**src/rtl/shift_pkg.sv**
```systemverilog
// Shared types and width constants for the shift sequencer and its step unit.
package shift_pkg;

  localparam int unsigned DefaultDataW = 8;
  localparam int unsigned DefaultCntW  = 4;

  // Encodings match the opcode port.
  typedef enum logic [1:0] {
    OpShl = 2'b00,
    OpShr = 2'b01,
    OpRol = 2'b10,
    OpRor = 2'b11
  } shift_op_t;

  typedef enum logic [1:0] {
    StIdle  = 2'b00,
    StShift = 2'b01,
    StFin   = 2'b10
  } seq_state_t;

  // True for the opcodes that shift in zeros rather than wrap around.
  function automatic logic is_logical(input shift_op_t op);
    return (op == OpShl) || (op == OpShr);
  endfunction

endpackage

```
**src/rtl/shift_step_unit.sv**
```systemverilog
// Combinational single-position shift/rotate with carry-out of the bit moved out.
module shift_step_unit
  import shift_pkg::*;
#(
  parameter int unsigned DATA_W = DefaultDataW
) (
  input  logic [DATA_W-1:0] work,
  input  shift_op_t         op,
  output logic [DATA_W-1:0] work_next,
  output logic              carry
);

  // One step of the selected operation.
  always_comb begin
    work_next = work;
    carry     = 1'b0;
    unique case (op)
      OpShl: begin
        work_next = {work[DATA_W-2:0], 1'b0};
        carry     = work[DATA_W-1];
      end
      OpShr: begin
        work_next = {1'b0, work[DATA_W-1:1]};
        carry     = work[0];
      end
      OpRol: begin
        work_next = {work[DATA_W-2:0], work[DATA_W-1]};
        carry     = work[DATA_W-1];
      end
      OpRor: begin
        work_next = {work[0], work[DATA_W-1:1]};
        carry     = work[0];
      end
      default: begin
        work_next = work;
        carry     = 1'b0;
      end
    endcase
  end

endmodule

```
**src/rtl/shift_sequencer.sv**
```systemverilog
// Multicycle shift/rotate controller: one bit position per clock, start/busy/done
// handshake, Z/C flags held from completion until the next accepted start.
// Optional build macro SHIFT_EARLY_EXIT_EN: logical shifts of an all-zero working
// value finish immediately (same result and flags, shorter latency).
module shift_sequencer
  import shift_pkg::*;
#(
  parameter int unsigned DATA_W = DefaultDataW,
  parameter int unsigned CNT_W  = DefaultCntW
) (
  input  logic              clk,
  input  logic              rst,
  input  logic              start,
  input  logic [1:0]        opcode,
  input  logic [DATA_W-1:0] data_in,
  input  logic [CNT_W-1:0]  shift_count,
  output logic              busy,
  output logic              done,
  output logic [DATA_W-1:0] shift_out,
  output logic              Z,
  output logic              C
);

  seq_state_t        state_q;
  shift_op_t         op_q;
  logic [DATA_W-1:0] work_q;
  logic [CNT_W-1:0]  rem_q;
  logic              z_q;
  logic              c_q;
  logic              done_q;
  logic              busy_q;

  logic [DATA_W-1:0] step_work;
  logic              step_carry;
  logic              early_exit;

  shift_step_unit #(
    .DATA_W (DATA_W)
  ) u_step (
    .work      (work_q),
    .op        (op_q),
    .work_next (step_work),
    .carry     (step_carry)
  );

`ifdef SHIFT_EARLY_EXIT_EN
  // A zero operand stays zero under logical shifts, and every further carry is 0.
  assign early_exit = is_logical(op_q) && (work_q == '0);
`else
  assign early_exit = 1'b0;
`endif

  // Sequencer FSM with registered datapath, flags and handshake outputs.
  always_ff @(posedge clk) begin
    if (rst) begin
      state_q <= StIdle;
      op_q    <= OpShl;
      work_q  <= '0;
      rem_q   <= '0;
      z_q     <= 1'b0;
      c_q     <= 1'b0;
      done_q  <= 1'b0;
      busy_q  <= 1'b0;
    end else begin
      done_q <= 1'b0;
      unique case (state_q)
        StIdle: begin
          if (start) begin
            work_q <= data_in;
            op_q   <= shift_op_t'(opcode);
            rem_q  <= shift_count;
            c_q    <= 1'b0;
            busy_q <= 1'b1;
            if (shift_count != '0) begin
              state_q <= StShift;
            end else begin
              state_q <= StFin;
              done_q  <= 1'b1;
              z_q     <= (data_in == '0);
            end
          end
        end
        StShift: begin
          if (early_exit) begin
            state_q <= StFin;
            done_q  <= 1'b1;
            c_q     <= 1'b0;
            z_q     <= 1'b1;
          end else begin
            work_q <= step_work;
            c_q    <= step_carry;
            rem_q  <= rem_q - 1'b1;
            if (rem_q == CNT_W'(1)) begin
              state_q <= StFin;
              done_q  <= 1'b1;
              z_q     <= (step_work == '0);
            end
          end
        end
        StFin: begin
          // Start is ignored here; return to idle unconditionally.
          state_q <= StIdle;
          busy_q  <= 1'b0;
        end
        default: begin
          state_q <= StIdle;
          busy_q  <= 1'b0;
        end
      endcase
    end
  end

  assign busy      = busy_q;
  assign done      = done_q;
  assign shift_out = work_q;
  assign Z         = z_q;
  assign C         = c_q;

endmodule

```
**config.mk**
```make
export PLATFORM = sky130hd
export DESIGN_NAME = shift_sequencer
export DESIGN_NICKNAME = d
export VERILOG_FILES = /design/src/rtl/shift_pkg.sv /design/src/rtl/shift_step_unit.sv /design/src/rtl/shift_sequencer.sv
export SDC_FILE = /design/constraint.sdc
export NUM_CORES = 1
export LEC_CHECK = 0
export ABC_AREA = 1
export CORE_ASPECT_RATIO = 0.9
export CORE_MARGIN = 2
export CORE_UTILIZATION = 43
export CTS_CLUSTER_SIZE = 24
export DETAILED_ROUTE_END_ITERATION = 7
export GPL_TIMING_DRIVEN = 0
export PLACE_DENSITY = 0.75
export SETUP_SLACK_MARGIN = 0.02
export SLEW_MARGIN = 0
export SYNTH_ARGS = -nofsm -noshare
export SYNTH_HDL_FRONTEND = slang
export SYNTH_SLANG_ARGS = --single-unit
```
**constraint.sdc**
```tcl
create_clock -name clk -period 1.2 [get_ports clk]
set_clock_uncertainty 0.1 [all_clocks]
set_input_delay 0.18 -clock clk [delete_from_list [all_inputs] [get_ports clk]]
set_output_delay 0.18 -clock clk [all_outputs]
set_load 0.05 [all_outputs]
```
Word level (Yosys, flattened, before mapping)
Cells that the tools add are included.
{"block": "op_classes", "muxes": 22, "n_reduce_logical": 13, "addsub": 1, "bitwise": 1, "n_eq_ne": 8}
{"cell": "$pmux 8 s4", "count": 1}
{"cell": "$logic_not 8->1", "count": 2}
{"cell": "$pmux 8 s2", "count": 1}
{"cell": "$pmux 1 s2", "count": 5}
{"cell": "$mux 1", "count": 8}
{"cell": "$mux 8", "count": 1}
{"cell": "$pmux 4 s2", "count": 1}
{"cell": "$reduce_and 2->1", "count": 4}
{"cell": "$mux 2", "count": 3}
{"cell": "$ne 2x2->1 const B", "count": 3}
{"cell": "$eq 2x1->1 const B", "count": 2}
{"cell": "$eq 2x2->1 const B", "count": 2}
{"cell": "$eq 4x1->1 const B", "count": 1}
{"cell": "$logic_not 2->1", "count": 2}
{"cell": "$mux 4", "count": 1}
{"cell": "$pmux 2 s2", "count": 1}
{"cell": "$reduce_and 4->1", "count": 1}
{"cell": "$reduce_bool 4->1", "count": 1}
{"cell": "$reduce_or 2->1", "count": 2}
{"cell": "$sub 4x1->4 const B", "count": 1}
{"cell": "$reduce_bool 2->1", "count": 1}
{"cell": "$not 1->1", "count": 1}
{"block": "word_totals", "regBits": 20, "elab_cells": 53, "output_inout_bits": 12}

Depth between registers and ports, before layout
Gate-level depths: netlist of run 1.
{"block": "depth", "depth_word": 5, "ltp_mapped": 8, "ltp_nobuf": 8}

Modules after synthesis
Synthesis of run 1 repeated with hierarchy kept, for this count alone.
{"block": "hier_totals", "cells_unflattened": 189, "area_unflattened_um2": 1166.1}
{"mod": "shift_sequencer", "cells_per_inst": 160, "area_each_um2": 1042.2, "seq_area_each_um2": 400.4, "n_inst": 1}
{"mod": "shift_step_unit", "cells_per_inst": 29, "area_each_um2": 123.9, "seq_area_each_um2": 0.0, "n_inst": 1}

Least setup slack after synthesis of run 1
OpenSTA, ideal clock, no wires.
{"block": "synth_timing", "kind": "register -> register", "from": "register work_q[6], in the netlist shift_out[6]", "to": "register z_q, in the netlist Z", "path_stages_with_launch": 6, "n_path_buf": 0, "slack_ps": -143, "setup_ps": 116, "arrival_ps": 1127, "t_required_ps": 984, "path_cell_list": "dfxtp_1 -> inv_1 -> o21ai_0 -> nor2_1 -> nand3_1 -> a21oi_2"}
{"block": "synth_between", "elab_chain_len": 4}
{"item": "start: declaration", "line_no": "shift_sequencer.sv:26", "source": "logic [DATA_W-1:0] work_q;"}
{"item": "start signal: assignment", "line_no": "shift_sequencer.sv:69", "source": "work_q <= data_in;"}
{"item": "start signal: assignment", "line_no": "shift_sequencer.sv:90", "source": "work_q <= step_work;"}
{"item": "$pmux 8 s4", "line_no": "shift_step_unit.sv:17", "source": "unique case (op)"}
{"item": "$logic_not 8->1", "line_no": "shift_sequencer.sv:96", "source": "z_q <= (step_work == '0);"}
{"item": "$mux 1", "line_no": "shift_sequencer.sv:93", "source": "if (rem_q == CNT_W'(1)) begin"}
{"item": "$pmux 1 s2", "line_no": "shift_sequencer.sv:66", "source": "unique case (state_q)"}
{"item": "end signal: assignment", "line_no": "shift_sequencer.sv:79", "source": "z_q <= (data_in == '0);"}
{"item": "end signal: assignment", "line_no": "shift_sequencer.sv:96"}
{"item": "end: declaration", "line_no": "shift_sequencer.sv:28", "source": "logic z_q;"}
No other way between the ends. The select of a mux whose other input is x is not followed.
A chain may end at the register's enable or synchronous reset.

Final worst setup path of run 1
{"block": "layout_timing", "from": "register rem_q[0]", "to": "register rem_q[1]"}
{"block": "layout_between", "elab_chain_len": 2}
{"item": "start: declaration", "line_no": "shift_sequencer.sv:27", "source": "logic [CNT_W-1:0] rem_q;"}
{"item": "start signal: assignment", "line_no": "shift_sequencer.sv:71", "source": "rem_q <= shift_count;"}
{"item": "start signal: assignment", "line_no": "shift_sequencer.sv:92", "source": "rem_q <= rem_q - 1'b1;"}
{"item": "$sub 4x1->4", "line_no": "shift_sequencer.sv:92"}
{"item": "$pmux 4 s2", "line_no": "shift_sequencer.sv:66"}
No other way between the ends.

==> reports/metrics.cfg, run 1 <==
[power]
power_frac_seq_pct=39.5
vdd_drop_max_uv=960
internal_power_mw=1.26
comb_power_share_pct=44.5
power_density_nw_per_um2=1260
p_sw_mw=0.856
p_leak_nw=0.726
sw_frac_of_total_pct=40.4
clockPowerShare_pct=16.0

[worst_setup_path]
crit_type=register to register
crit_family=flip-flops
required_ns=1.35
setup.worst_path.end_class=register
path_buf_inv=1
critical_path.max_stage_delay_ns=0.39
worst-path-max-fanout=4
crit_slowest_cell=dfxtp_4
start_kind=register
critical_path.cell_chain=inv_2, ha_1, o21ai_2, o21ai_1, a21oi_1
critPathArrivalTime_ns=1.38

[grt]
grt_util_met3_pct=5.43
first_global_vias=1205
use_met2_pct=42.4
grt_use_total_pct=22.5
antenna_found_initial=0
grt_overflow=0
grt_max_degree=11
grt_busiest_layer=met2
grt_pass1_wl_mm=5.19
use_met1_pct=25.3

[cts]
hold_buffers=0
cts_tree=yes
clkTransAtPathRegs_ns=0.12
cts_max_level=1
cts.sinks=20
cts-buffers-inserted=3
cts_max_path_buffers=2
cts-root-buf=clkbuf_4
clk_latency_ns=0.31

[layout]
finalNetCount=227
final_cell_area_um2=1670
fillers=212
synthToLayoutAreaGrowth_pct=48.7
antenna_cells=0
fin_cells=234
drive_gt1_share_pct=37.4

[die]
die_y_um=52.6
dieArea_um2=3040
start_util_pct=45.6
rows=17
core-area_um2=2470
die_x_um=57.9
ios=29

[drt]
vias=1247
viasPerCell=5.33
drt_iter0_markers=31
drc=0
drtAntennaViolNets=0
first_pass_iters=4
wirelength_mm=3.31
wire_per_inst_um=14.1

[yosys]
postSynthAreaPerCell_um2=6.87
synth_top_area_share_pct=35.6
synthTopCellsByArea=dfxtp_1 (36%), nand2_1 (13%), a21oi_1 (7.1%), nor2_1 (6.0%), o21ai_0 (5.8%)
synth_area_um2=1130
synth_fp_nets=183
synth_warnings=0
ys_types=26
yosysTopAreaCell=dfxtp_1
syn_inst=164
synth_seq_area_share_pct=35.6
ys_seq_elements=20

[timing]
fin_crit_sh_pct=103
setup_viol=11
rsz0062_at_grt=yes
fmax_mhz=812
maxSlewViolCount=0
worst_pin_slew_ns=0.222
hold_viol_final=0
maxSlewHeadroom_pct=85.1
setup_slack_ns=-0.0318
finalSetupTns_ns=-0.194
fin_crit_ns=1.23

[placement]
dp.cells=219
dp_hpwl_mm=2.14
post_dp_cell_area_um2=1440
numPortBuffers=27
gp_congestion=0.876

[hold_path]
hp-class=input pin to register

[run_status]
status=finished with violations
violations=setup timing

[run]
drv_cap=0

==> state kept, by name (all words and copies together) (netlist names) <==
register	cells
C	1
busy	1
state_q	2
shift_out	8
done	1
op_q	2
Z	1
rem_q	4
==> stage by stage <==
stage / hold WS, ns / worst slack (ns) / power, mW / utilization (%)
after floorplan: 0.244 / 0.0248 / 1.36 / -
after global placement: 0.355 / -0.243 / 1.58 / 58.4
after detailed placement: 0.366 / -0.280 / 1.60 / 58.4
after CTS: 0.0635 / -0.0348 / 2.01 / 63.3
after global routing: 0.0640 / -0.0961 / 2.23 / 67.8
final: 0.0649 / -0.0318 / 2.12 / 67.8
==> power by group through the flow <==
| stage | clock network, mW | logic [mW] | registers, mW |
|---|---|---|---|
| global placement | 0 | 0.761 | 0.822 |
| finish | 0.339 | 0.942 | 0.836 |
| detailed placement | 0 | 0.779 | 0.825 |
| floorplan | 0 | 0.387 | 0.977 |
| CTS | 0.337 | 0.855 | 0.823 |
| global route | 0.364 | 1.02 | 0.847 |
==> placed cells by master, fill, tap and decap left out, types with 2 or more instances in the layout <==
master | netlist | final
nand3_2 | 1 | 3
dfxtp_4 | 0 | 3
inv_4 | 1 | 3
a21oi_1 | 16 | 15
o21ai_2 | 2 | 3
inv_2 | 4 | 3
o21ai_1 | 7 | 8
nand3_1 | 8 | 6
clkdlybuf4s50_1 | 0 | 15
o21ai_0 | 13 | 11
nor2_2 | 2 | 5
a21oi_2 | 1 | 2
nand2_2 | 0 | 2
nor2_1 | 18 | 14
clkbuf_4 | 0 | 4
buf_6 | 2 | 12
nand2_1 | 38 | 36
inv_1 | 14 | 12
buf_4 | 2 | 12
o22ai_1 | 3 | 3
nor2_4 | 1 | 2
dfxtp_2 | 0 | 10
buf_2 | 2 | 3
dfxtp_1 | 20 | 7
==> cell type report <==
cell class | instances | area [um2] | share of cell area [%]
Buffer | 6 | 58.8 | 3.51
Clock buffer | 3 | 22.5 | 1.35
Inverter | 19 | 86.3 | 5.16
Multi-Input combinational cell | 119 | 668 | 39.9
Sequential cell | 20 | 424 | 25.3
Tap cell | 28 | 35.0 | 2.09
Timing Repair Buffer | 39 | 379 | 22.6
==> metal layers <==
metal  routed length (um)  vias up
met4                   63        0
met1                 1330      570
li1                     -      621
met5                    0        -
met3                  216        9
met2                 1700       47
==> cell usage after synthesis <==
library cell / n
nand2_1: 38
dfxtp_1: 20
nor2_1: 18
a21oi_1: 16
inv_1: 14
o21ai_0: 13
nand3_1: 8
o21ai_1: 7
inv_2: 4
o22ai_1: 3
buf_2: 2
buf_4: 2
buf_6: 2
ha_1: 2
nand2_4: 2
nor2_2: 2
o21ai_2: 2
a211oi_1: 1
a21oi_2: 1
inv_4: 1
nand3_2: 1
nand3_4: 1
nand4_1: 1
nor2_4: 1
nor3_2: 1
or2_2: 1
==> what timing repair did <==
action / 4_1_cts / 5_1_grt
pin swaps: 5 / 7
buffers inserted: 10 / 0
gates cloned: 0 / 2
gates resized for setup: 90 / 26
endpoints found under the setup margin: 24 / 25
==> cells by family (layout without fill, tap and decap cells) <==
kind of cell / count (synthesis) / in the layout / synth area share [%]
and+or+nand+nor: 74 / 74 / 30.8
AOI/OAI and AO/OA: 43 / 43 / 20.7
buffers and inverters: 25 / 67 / 10.8
DFF: 20 / 20 / 35.6
adders and majority gates: 2 / 2 / 2.22
==> path summary, 6_finish.rpt <==
path,cells after the start,start,slack (ns),endpoint
max,5,rem_q[0],-0.03,rem_q[1]
min,2,rst,0.06,state_q[1]
max reg2reg,5,rem_q[0],-0.03,rem_q[1]
min reg2reg,2,rem_q[3],0.39,rem_q[3]
Power figures use the tool's default switching activity.
==> run 2: changes to the inputs <==
--- a/config.mk
+++ b/config.mk
@@ -11,7 +11,6 @@
 export CORE_UTILIZATION = 43
 export CTS_CLUSTER_SIZE = 24
 export DETAILED_ROUTE_END_ITERATION = 7
-export GPL_TIMING_DRIVEN = 0
 export PLACE_DENSITY = 0.75
 export SETUP_SLACK_MARGIN = 0.02
 export SLEW_MARGIN = 0
==> run 2 against run 1 <==
  * The flow still finishes with violations (setup timing)
  * First-iteration DRC count increased to 2.9 times the previous value
  * Maximum frequency decreased by 7.0%
  * Routed wire length increased by 40%
  * Flip-flop and latch count unchanged
  * Sequential share of layout area decreased by 5.0 points
  * Largest cell class unchanged
  * Largest power group unchanged
==> reports/metrics.cfg, run 2 (synthesis results as in run 1) <==
[run_status]
status=finished with violations
violations=setup timing

[timing]
worst_pin_slew_ns=0.251  ; +0.0288 ns
hold_viol_final=0  ; unchanged
finalSetupTns_ns=-0.930  ; -0.736 ns
setup_slack_ns=-0.124  ; -0.0921 ns
fmax_mhz=755  ; -7.0%
fin_crit_ns=1.32  ; +0.0921 ns
fin_crit_sh_pct=110  ; +7.7 points
maxSlewViolCount=0  ; unchanged
rsz0062_at_grt=yes
setup_viol=13  ; +2
maxSlewHeadroom_pct=83.1  ; -1.9 points

[power]
vdd_drop_max_uv=966  ; +0.60%
p_leak_nw=0.865  ; +19%
p_sw_mw=1.06  ; +24%
finalPower_mw=2.62  ; +24%
power_frac_seq_pct=33.4  ; -6.1 points
sw_frac_of_total_pct=40.5  ; +0.13 points
internal_power_mw=1.55  ; +23%
clockPowerShare_pct=16.5  ; +0.5 points
power_density_nw_per_um2=1240  ; -1.8%
comb_power_share_pct=50.1  ; +5.6 points

[grt]
first_global_vias=1421  ; +18%
grt_busiest_layer=met2
use_met2_pct=54.9  ; +12 points
grt_overflow=0  ; unchanged
antenna_found_initial=0  ; unchanged
grt_pass1_wl_mm=6.50  ; +25%
grt_use_total_pct=28.6  ; +6.1 points
grt_max_degree=12  ; +1
use_met1_pct=31.4  ; +6.1 points
grt_util_met3_pct=4.94  ; -0.49 points

[drt]
drc=0  ; unchanged
wire_per_inst_um=18.7  ; +32%
wirelength_mm=4.64  ; +40%
drtAntennaViolNets=0  ; unchanged
vias=1470  ; +18%
first_pass_iters=5  ; +1
drt_iter0_markers=89  ; +190%
viasPerCell=5.93  ; +11%

[worst_setup_path]
start_kind=register
critPathArrivalTime_ns=1.44  ; +0.06 ns
required_ns=1.32  ; -0.03 ns
setup.worst_path.end_class=register
crit_type=register to register
worst-path-max-fanout=4  ; unchanged

[run]
drv_cap=0  ; unchanged

[cts]
cts_max_level=1  ; unchanged
cts_max_path_buffers=2  ; unchanged
clkTransAtPathRegs_ns=0.14  ; +0.02 ns
hold_buffers=0  ; unchanged
cts-root-buf=clkbuf_4
cts-buffers-inserted=3  ; unchanged
cts.sinks=20  ; unchanged
cts_tree=yes
clk_latency_ns=0.32  ; about the same

[layout]
layout_commonest_cell=nand2_1
finalNetCount=240  ; +5.7%
utilization_pct=85.3  ; +17 points
largest_reg_flops=8  ; unchanged
drive_gt1_share_pct=49.5  ; +12 points
antenna_cells=0  ; unchanged
final_cell_mix=nand2_1 (34), buf_4 (18), clkdlybuf4s50_1 (16)
fin_cells=248  ; +6.0%
synthToLayoutAreaGrowth_pct=87.0

[hold_path]
hp-class=input pin to register

[placement]
dp.cells=233  ; +6.4%
gp_congestion=0.846  ; -3.5%
dp_hpwl_mm=2.29  ; +7.2%
numPortBuffers=28  ; +3.7%

[die]
dieArea_um2=3040  ; unchanged
core-area_um2=2470  ; unchanged
rows=17  ; unchanged
start_util_pct=45.6  ; unchanged
die_x_um=57.9  ; unchanged
ios=29  ; unchanged
die_y_um=52.6  ; unchanged

run 2: area by class of cell:
| cell class | count | area [um2] |
|---|---|---|
| sequential | 20 | 428 |
| tap | 28 | 35.0 |
| inverter | 19 | 83.8 |
| fill | 132 | 362 |
| multi-input combinational | 120 | 826 |
| clock buffer | 4 | 36.3 |
| timing repair buffer | 57 | 697 |
run 2: repair_timing:
action                     CTS  global route
pin swaps                   14            13
setup endpoints to repair   16            22
gates cloned                 2             0
setup buffers                8             1
resized for setup           38            38
run 2: layer usage:
| layer | wire, um | part of all wire (%) |
|---|---|---|
| met5 | 0 | 0 |
| met4 | 185 | 4.0 |
| met1 | 1690 | 36 |
| met3 | 401 | 8.6 |
| met2 | 2360 | 51 |
run 2: worst max-delay path, stage by stage, from the launching register on:
cell     delay (ns)
dfxtp_4        0.42
inv_4          0.06
nor2_4         0.17
buf_6          0.13
buf_4          0.11
nand3_2        0.07
nand2_1        0.10
a21oi_2        0.06
run 2: stage by stage:
step | hold slack (ns) | worst slack, ns | cell area, um2
floorplan | 0.244 | 0.0248 | 1140
global placement | 0.368 | -0.189 | 1680
detailed placement | 0.387 | -0.238 | 1680
CTS | 0.398 | -0.0342 | 1950
global route | 0.426 | -0.159 | 2110
finish | 0.408 | -0.124 | 2110
run 2: power by group through the flow:
stage / Combinational, mW / Sequential, mW / Clock (mW)
after floorplan: 0.387 / 0.977 / 0
after global placement: 0.921 / 0.850 / 0
after detailed placement: 0.943 / 0.854 / 0
after CTS: 1.13 / 0.853 / 0.407
after global routing: 1.37 / 0.883 / 0.446
final: 1.31 / 0.874 / 0.431
run 2: final timing paths:
kind / start / to / slack, ns / depth (start not counted)
setup / recovery: state_q[0] / rem_q[3] / -0.12 / 7
hold / removal: data_in[3] / shift_out[3] / 0.41 / 3
setup reg to reg: state_q[0] / rem_q[3] / -0.12 / 7
hold reg to reg: busy / busy / 0.44 / 2
